<file path="config.mk">
export PLATFORM = sky130hd
export DESIGN_NAME = sm_addsub_pipe
export DESIGN_NICKNAME = d
export VERILOG_FILES = /design/src/rtl/sm_pkg.sv /design/src/rtl/sm_core.sv /design/src/rtl/sm_addsub_pipe.sv
export SDC_FILE = /design/constraint.sdc
export NUM_CORES = 1
export LEC_CHECK = 0
export ABC_AREA = 1
export ABC_CLOCK_PERIOD_IN_PS = 1700
export CORE_AREA = 4 4 48 72
export CTS_CLUSTER_DIAMETER = 60
export CTS_CLUSTER_SIZE = 16
export DETAILED_ROUTE_END_ITERATION = 16
export DIE_AREA = 0 0 52 76
export MAX_ROUTING_LAYER = met4
export PLACE_DENSITY = 0.71
export RECOVER_POWER = 25
export SYNTH_ARGS = -nofsm -noshare
export SYNTH_HDL_FRONTEND = slang
export SYNTH_SLANG_ARGS = --single-unit
</file>
<file path="constraint.sdc">
create_clock -name clk -period 1.7 [get_ports clk]
set_clock_uncertainty 0.15 [all_clocks]
set_input_delay 0.34 -clock clk [delete_from_list [all_inputs] [get_ports clk]]
set_output_delay 0.34 -clock clk [all_outputs]
set_load 0.005 [all_outputs]
</file>
<file path="src/rtl/sm_pkg.sv">
// Shared definitions for the sign-magnitude add/subtract pipeline.
// Operands are packed as {sign, magnitude}; the helpers take the magnitude
// width at the call site so one package serves every MAG_W.
package sm_pkg;

    // Widest operand the field helpers can handle (MAG_W + 1 <= SM_MAX_W).
    localparam int unsigned SM_MAX_W = 32;

    typedef enum logic {
        OP_ADD = 1'b0,
        OP_SUB = 1'b1
    } sm_op_e;

    // Sign bit of a {sign, mag} operand zero-extended to SM_MAX_W bits.
    function automatic logic sm_sign(input logic [SM_MAX_W-1:0] v,
                                     input int unsigned         mag_w);
        logic [SM_MAX_W-1:0] sh;
        sh = v >> mag_w;
        return sh[0];
    endfunction

    // Magnitude field of a {sign, mag} operand, returned zero-extended.
    function automatic logic [SM_MAX_W-1:0] sm_mag(input logic [SM_MAX_W-1:0] v,
                                                   input int unsigned         mag_w);
        logic [SM_MAX_W-1:0] mask;
        mask = (SM_MAX_W'(1) << mag_w) - SM_MAX_W'(1);
        return v & mask;
    endfunction

endpackage

</file>
<file path="src/rtl/sm_core.sv">
// Stage-2 datapath: combines two sign-magnitude operands whose B sign has
// already had the add/subtract select folded in. Purely combinational.
module sm_core #(
    parameter int unsigned MAG_W = 4,
    parameter int unsigned SAT   = 0
) (
    input  logic             a_sign_i,
    input  logic             b_sign_i,
    input  logic [MAG_W-1:0] ma_i,
    input  logic [MAG_W-1:0] mb_i,
    input  logic             mag_ge_i,
    output logic [MAG_W+1:0] res_o,
    output logic             ovf_o
);

    logic [MAG_W:0]   sum;
    logic [MAG_W-1:0] diff_ab;
    logic [MAG_W-1:0] diff_ba;
    logic [MAG_W:0]   mag;
    logic             sign;

    assign sum     = {1'b0, ma_i} + {1'b0, mb_i};
    assign diff_ab = ma_i - mb_i;
    assign diff_ba = mb_i - ma_i;

    // Select magnitude/sign by effective signs, normalise -0, then clamp.
    always_comb begin
        mag   = '0;
        sign  = 1'b0;
        ovf_o = 1'b0;
        if (a_sign_i == b_sign_i) begin
            mag  = sum;
            sign = a_sign_i;
        end else if (mag_ge_i) begin
            mag  = {1'b0, diff_ab};
            sign = a_sign_i;
        end else begin
            mag  = {1'b0, diff_ba};
            sign = b_sign_i;
        end
        if (mag == '0) begin
            sign = 1'b0;
        end
        if ((SAT != 0) && mag[MAG_W]) begin
            mag   = {1'b0, {MAG_W{1'b1}}};
            ovf_o = 1'b1;
        end
        res_o = {sign, mag};
    end

endmodule

</file>
<file path="src/rtl/sm_addsub_pipe.sv">
// Two-stage sign-magnitude adder/subtractor with valid/ready on both sides.
// Stage 1 splits operands and pre-compares magnitudes; stage 2 registers the
// combined result. Holds up to two transactions under backpressure.
module sm_addsub_pipe
    import sm_pkg::*;
#(
    parameter int unsigned MAG_W = 4,
    parameter int unsigned SAT   = 0
) (
    input  logic             clk,
    input  logic             rst_n,
    input  logic             in_valid,
    output logic             in_ready,
    input  logic [MAG_W:0]   a,
    input  logic [MAG_W:0]   b,
    input  logic             op,
    output logic             out_valid,
    input  logic             out_ready,
    output logic [MAG_W+1:0] res,
    output logic             ovf
);

    logic             s2_adv;
    logic             s1_adv;

    logic             s1_a_sign_d;
    logic             s1_b_sign_d;
    logic [MAG_W-1:0] s1_ma_d;
    logic [MAG_W-1:0] s1_mb_d;
    logic             s1_ge_d;

    logic             s1_v_q;
    logic             s1_a_sign_q;
    logic             s1_b_sign_q;
    logic [MAG_W-1:0] s1_ma_q;
    logic [MAG_W-1:0] s1_mb_q;
    logic             s1_ge_q;

    logic [MAG_W+1:0] s2_res_d;
    logic             s2_ovf_d;

    logic             s2_v_q;
    logic [MAG_W+1:0] res_q;
    logic             ovf_q;

    // A stage may load when it is empty or its contents move on this cycle.
    assign s2_adv   = !s2_v_q || out_ready;
    assign s1_adv   = !s1_v_q || s2_adv;
    assign in_ready = s1_adv;

    // Operand split; subtraction is folded into B's effective sign.
    always_comb begin
        s1_a_sign_d = sm_sign(SM_MAX_W'(a), MAG_W);
        s1_b_sign_d = sm_sign(SM_MAX_W'(b), MAG_W) ^ (op == OP_SUB);
        s1_ma_d     = MAG_W'(sm_mag(SM_MAX_W'(a), MAG_W));
        s1_mb_d     = MAG_W'(sm_mag(SM_MAX_W'(b), MAG_W));
        s1_ge_d     = (s1_ma_d >= s1_mb_d);
    end

    // Stage 1 register: captures a new operand pair whenever it can advance.
    always_ff @(posedge clk or negedge rst_n) begin
        if (!rst_n) begin
            s1_v_q      <= 1'b0;
            s1_a_sign_q <= 1'b0;
            s1_b_sign_q <= 1'b0;
            s1_ma_q     <= '0;
            s1_mb_q     <= '0;
            s1_ge_q     <= 1'b0;
        end else if (s1_adv) begin
            s1_v_q <= in_valid;
            if (in_valid) begin
                s1_a_sign_q <= s1_a_sign_d;
                s1_b_sign_q <= s1_b_sign_d;
                s1_ma_q     <= s1_ma_d;
                s1_mb_q     <= s1_mb_d;
                s1_ge_q     <= s1_ge_d;
            end
        end
    end

    sm_core #(
        .MAG_W (MAG_W),
        .SAT   (SAT)
    ) u_core (
        .a_sign_i (s1_a_sign_q),
        .b_sign_i (s1_b_sign_q),
        .ma_i     (s1_ma_q),
        .mb_i     (s1_mb_q),
        .mag_ge_i (s1_ge_q),
        .res_o    (s2_res_d),
        .ovf_o    (s2_ovf_d)
    );

    // Stage 2 register: result holds while the consumer stalls.
    always_ff @(posedge clk or negedge rst_n) begin
        if (!rst_n) begin
            s2_v_q <= 1'b0;
            res_q  <= '0;
            ovf_q  <= 1'b0;
        end else if (s2_adv) begin
            s2_v_q <= s1_v_q;
            if (s1_v_q) begin
                res_q <= s2_res_d;
                ovf_q <= s2_ovf_d;
            end
        end
    end

    assign out_valid = s2_v_q;
    assign res       = res_q;
    assign ovf       = (SAT != 0) ? ovf_q : 1'b0;

endmodule

</file>
## After elaboration in Yosys (flattened, before gate mapping)

Cells that the tools add are included.

| storage, ports and cells | value |
|---|---|
| register bits after elaboration | 19 |
| input bits | 15 |
| output and inout port bits | 9 |
| logic and storage cells | 26 |

| operators by class | value |
|---|---|
| multiplexer cells | 5 |
| add/sub/neg operators | 3 |
| reductions and logical operators | 7 |
| bitwise gates (word level) | 1 |
| equal/unequal tests | 1 |
| $lt $le $gt $ge | 1 |

Operators with widths:

| operator | count |
|---|---|
| 4-bit subtractor | 2 |
| 4-bit by 4-bit adder with 5-bit output | 1 |
| 5-bit logical NOT | 1 |
| 5-bit two-way mux | 1 |
| 4-bit greater-or-equal comparator | 1 |
| 4-bit two-way mux | 1 |
| 2-bit AND reduction | 2 |
| 1-bit two-way mux | 3 |
| 1-bit logical NOT | 2 |
| 1-bit logical OR | 2 |
| 1-bit equality test | 1 |
| 1-bit XOR | 1 |

## Depth between registers and ports, before layout

| depth | value |
|---|---|
| word-level depth | 5 |
| mapped depth | 14 |
| mapped depth without buffers | 14 |

## Hierarchy

Synthesis repeated with hierarchy kept, for this count alone.

| second synthesis, totals | value |
|---|---|
| cell total of the unflattened synthesis | 185 |
| area total of the unflattened synthesis | 1430.1 um2 |

Modules (own cells, without submodules):

| module | area each (um2) | seq. area each (um2) | instances | cells each |
|---|---|---|---|---|
| sm_addsub_pipe | 885.8 | 475.5 | 1 | 96 |
| sm_core | 544.3 | 0.0 | 1 | 89 |

## Least setup slack after synthesis

Ideal clock, no wire load.

| timing path | value |
|---|---|
| path type | flip-flop to flip-flop |
| from | reg s1_ma_q[0] |
| to | reg res_q[5], in the netlist res[5] |
| period minus slack after synthesis | 1855 ps |
| arrival | 1589 ps |
| data required time | 1434 ps |
| stages on the path, launching flop included | 13 |
| slack | -155 ps |
| path buffers | 0 |
| setup time | 116 ps |
| cell sequence | dfrtp_1 inv_1 ha_1 fa_1 nand2_1 nand2_1 nand2_1 nand2_1 nand3_1 nor2_1 nand3_1 nand2_1 nand2_1 |

| between the ends | value |
|---|---|
| longest elaborated chain between the ends | 5 |
| elaborated cells between the ends (all ways) | 7 |
| those cells by class | add/sub (3); mux (3); reduce/logical (1) |

RTL lines:

| element | RTL line | RTL |
|---|---|---|
| from (decl) | sm_addsub_pipe.sv:35 | `logic [MAG_W-1:0] s1_ma_q;` |
| from (signal assigned) | sm_addsub_pipe.sv:74 | `s1_ma_q <= s1_ma_d;` |
| 4-bit subtractor, on equally long branches | sm_core.sv:24, sm_core.sv:23 |  |
| 4-bit two-way mux | sm_core.sv:34 | `end else if (mag_ge_i) begin` |
| 5-bit two-way mux * | sm_core.sv:31 | `if (a_sign_i == b_sign_i) begin` |
| 5-bit logical NOT * | sm_core.sv:41 | `if (mag == '0) begin` |
| 1-bit two-way mux * | sm_core.sv:41 |  |
| to (signal assigned) | sm_addsub_pipe.sv:103 | `res_q <= s2_res_d;` |
| to (decl) | sm_addsub_pipe.sv:43 | `logic [MAG_W+1:0] res_q;` |

Every way passes the cells marked *; elsewhere a longest branch is shown, timed or not.
A chain may end at the register's enable or synchronous reset.

## Worst setup path in the final report

Ends and elaborated chain as after synthesis.

==> metrics.csv <==
metric,value,unit
final cell count without fillers,244,
most used standard cells in the synthesized netlist,"sky130_fd_sc_hd__nand2_1, sky130_fd_sc_hd__inv_1, sky130_fd_sc_hd__dfrtp_1, sky130_fd_sc_hd__ha_1, sky130_fd_sc_hd__nand3_1",
count of final setup violators,4,
total wirelength of the detailed-routed design,2940,um
placed cells,239,
"flops & latches, synth",19,
Syn Nets,193,
leak pwr,0.899,nW
number of instances in the synthesized netlist,161,
area of the mapped netlist,0.00127,mm2
Psw,0.664,mW
Starting Density,0.445,
leading post-synthesis cells by cell area,"sky130_fd_sc_hd__dfrtp_1, sky130_fd_sc_hd__nand2_1, sky130_fd_sc_hd__ha_1",
worst min-delay path class,flip-flop to flip-flop,
status,"complete, but fails checks",
TritonCTS clock tree,built,
total vias in the final route,1170,
power share of the clock group,0.177,
number of H-tree branching levels,1,
Clock Latency Late Sink,0.26,ns
wire length of the first global-routing pass,4860,um
root buffer selected by CTS,sky130_fd_sc_hd__clkbuf_8,
maximum number of pins on one net before global-route repair,20,
violations in the final reports,negative setup slack,
number of flops mapped to enable cells by yosys,0,
area inside the core boundary,0.00285,mm2
cell taking the most area after synthesis,sky130_fd_sc_hd__dfrtp_1,
Final Net Count,238,
average cell area after synthesis,7.88,um2
startpoint types,flip-flop,
count of final max-slew check failures,0,
worst-path fanout max,4,
Clock transition at path regs,0.07,ns
die width,52,um
IO Pins,24,
residual overflow from global routing,0,
Hold Worst Slack,0.345,ns
Layout Area Growth over Synthesis,38.9,%
register area share after synthesis,0.375,
antenna diode count,0,
Seq pwr share,0.349,
count of hold buffers inserted by post-cts repair,0,
share of the synthesized area in the top cell type,0.375,
number of cells on the worst hold path,2,
most frequent cell after synthesis,sky130_fd_sc_hd__nand2_1,
total number of clock tree sinks,19,
endpoint kind of the worst setup timing path,flip-flop,
Worst Setup Path Type,flip-flop to flip-flop,
row cnt,24,
power density normalized to cell area,1050,mW/mm2
total global-route track usage,0.168,
post-DR wirelength/cell,12.0,um
Reg2Reg Depth,10,
smallest setup slack after layout,-0.260,ns
fill cell total of the finished layout,264,
required time at the endpoint of the critical path,1.71,ns
share of power burned in combinational logic,0.474,
via count of the first global-routing pass,1210,
Cell variety after synth,24,
setup repair after global routing missed its margin,yes,
Vert. Die Dim,76,um
Critical Path AT,1.97,ns
VDD IR max,0.000529,V
predominant post-synthesis flop cell,sky130_fd_sc_hd__dfrtp_1,
number of DRC violations after detailed routing,0,
period utilisation layout,1.15,
post-detailed-route via-to-cell ratio,4.80,
"Core Util, Final",0.618,
"Hold Vio Cnt, Final",0,
post-layout minimum cycle time,1.96,ns
Port Buffers,22,
sum of net half-perimeters after detailed placement,2260,um
max-cap viol count,0,
total non-filler cell area in the finished layout,0.00176,mm2
Yosys warning total,0,
switching share of power,0.360,
RePlAce Congestion,0.928,
Final ANT Viol Nets,0,
area of placed instances,0.00167,mm2
share of flip-flops with an asynchronous set or reset,1.00,
overall die area,0.00395,mm2
fraction of layout cells with a size suffix above 1,0.229,
TritonCTS Buffers,3,
Max Root-Sink Buffers,2,
initial DRC count,27,
number of antenna violations at the first check in global routing,0,
first-pass detailed-route iteration total,4,
internal power,1.18,mW
maximum operating frequency,0.510,GHz
## state kept, by name (all words and copies together), names as in the netlist
register and count:
s1_ma_q 4, res 6, s1_v_q 1, s1_b_sign_q 1, s1_mb_q 4, s1_ge_q 1
out_valid 1, s1_a_sign_q 1
## cell usage in the layout (no fill, tap or decap), drive strengths merged, types with 2 or more instances in the layout
cell / netlist / final
nand2: 51 / 51
inv: 26 / 26
clkdlybuf4s50: 0 / 20
buf: 3 / 20
dfrtp: 19 / 19
o21ai: 15 / 15
ha: 14 / 14
nand3: 11 / 11
nor2: 10 / 10
clkbuf: 0 / 4
fa: 3 / 3
a21oi: 2 / 2
a31oi: 2 / 2
## area by class of cell
| type | count | area, um2 | share of cell area |
|---|---|---|---|
| Clock buffer | 3 | 41.3 | 0.0234 |
| Clock inverter | 1 | 5.00 | 0.00284 |
| Inverter | 26 | 100 | 0.0568 |
| Multi-Input combinational cell | 113 | 712 | 0.404 |
| Sequential cell | 19 | 477 | 0.271 |
| Tap cell | 39 | 48.8 | 0.0277 |
| Timing Repair Buffer | 43 | 378 | 0.214 |
## power groups by stage
stage	clock (mW)	sequential, mW	combinational [mW]
global placement	0	0.641	0.800
floorplan	0	0.647	0.438
global route	0.353	0.661	0.981
detailed placement	0	0.650	0.816
CTS	0.339	0.643	0.835
finish	0.327	0.644	0.875
## layer usage
metal | GRT usage | part of all wire | routed length, um
met5 | - | 0 | 0
met1 | 0.141 | 0.35 | 1030
met2 | 0.312 | 0.57 | 1680
met4 | 0.110 | 0.043 | 125
met3 | 0.0274 | 0.031 | 91
## worst max-delay path, stage by stage (launching register included)
cell,delay [ns]
sky130_fd_sc_hd__dfrtp_2,0.42
sky130_fd_sc_hd__ha_2,0.19
sky130_fd_sc_hd__inv_2,0.05
sky130_fd_sc_hd__fa_2,0.51
sky130_fd_sc_hd__nand3_1,0.09
sky130_fd_sc_hd__nand2_2,0.10
sky130_fd_sc_hd__nand3_2,0.06
sky130_fd_sc_hd__nor2_1,0.11
sky130_fd_sc_hd__nand3_1,0.07
sky130_fd_sc_hd__nand2_1,0.06
sky130_fd_sc_hd__nand2_1,0.04
## worst paths after layout
kind                                 start         end  slack [ns]
worst min register to register      res[5]      res[5]        0.34
worst max-delay path            s1_ma_q[0]      res[5]       -0.26
min in group asynchronous            rst_n      res[4]        0.41
max in group asynchronous            rst_n  s1_ma_q[0]        0.64
worst min-delay path                res[5]      res[5]        0.34
worst max register to register  s1_ma_q[0]      res[5]       -0.26
## cells by family (layout without fill, tap and decap cells)
group                    after synthesis  count (layout)  share of synthesized area
AO/OA/AOI/OAI                         22              22                     0.0947
XOR/XNOR                               1               1                    0.00690
adder cells (fa/ha/maj)               17              17                      0.185
buffers and inverters                 29              73                     0.0976
flip-flops                            19              19                      0.375
other                                  1               1                    0.00296
AND/OR/NAND/NOR                       72              72                      0.238
## metrics by stage
stage	TNS [ns]	total power, mW	setup WS, ns
detailed placement	-1.36	1.47	-0.259
finish	-0.675	1.85	-0.260
global placement	-0.858	1.44	-0.249
global route	-1.18	2.00	-0.390
floorplan	-0.116	1.08	-0.116
CTS	-0.584	1.82	-0.245
## repair_timing
| action | in CTS | in global routing |
|---|---|---|
| pin swaps | 2 | 4 |
| endpoints found under the hold margin | 0 | 0 |
| buffers inserted | 0 | 1 |
| endpoints found under the setup margin | 6 | 6 |
| gates cloned | 0 | 0 |
| gates resized for setup | 7 | 10 |
No activity file was read; power rests on OpenSTA's default activity.
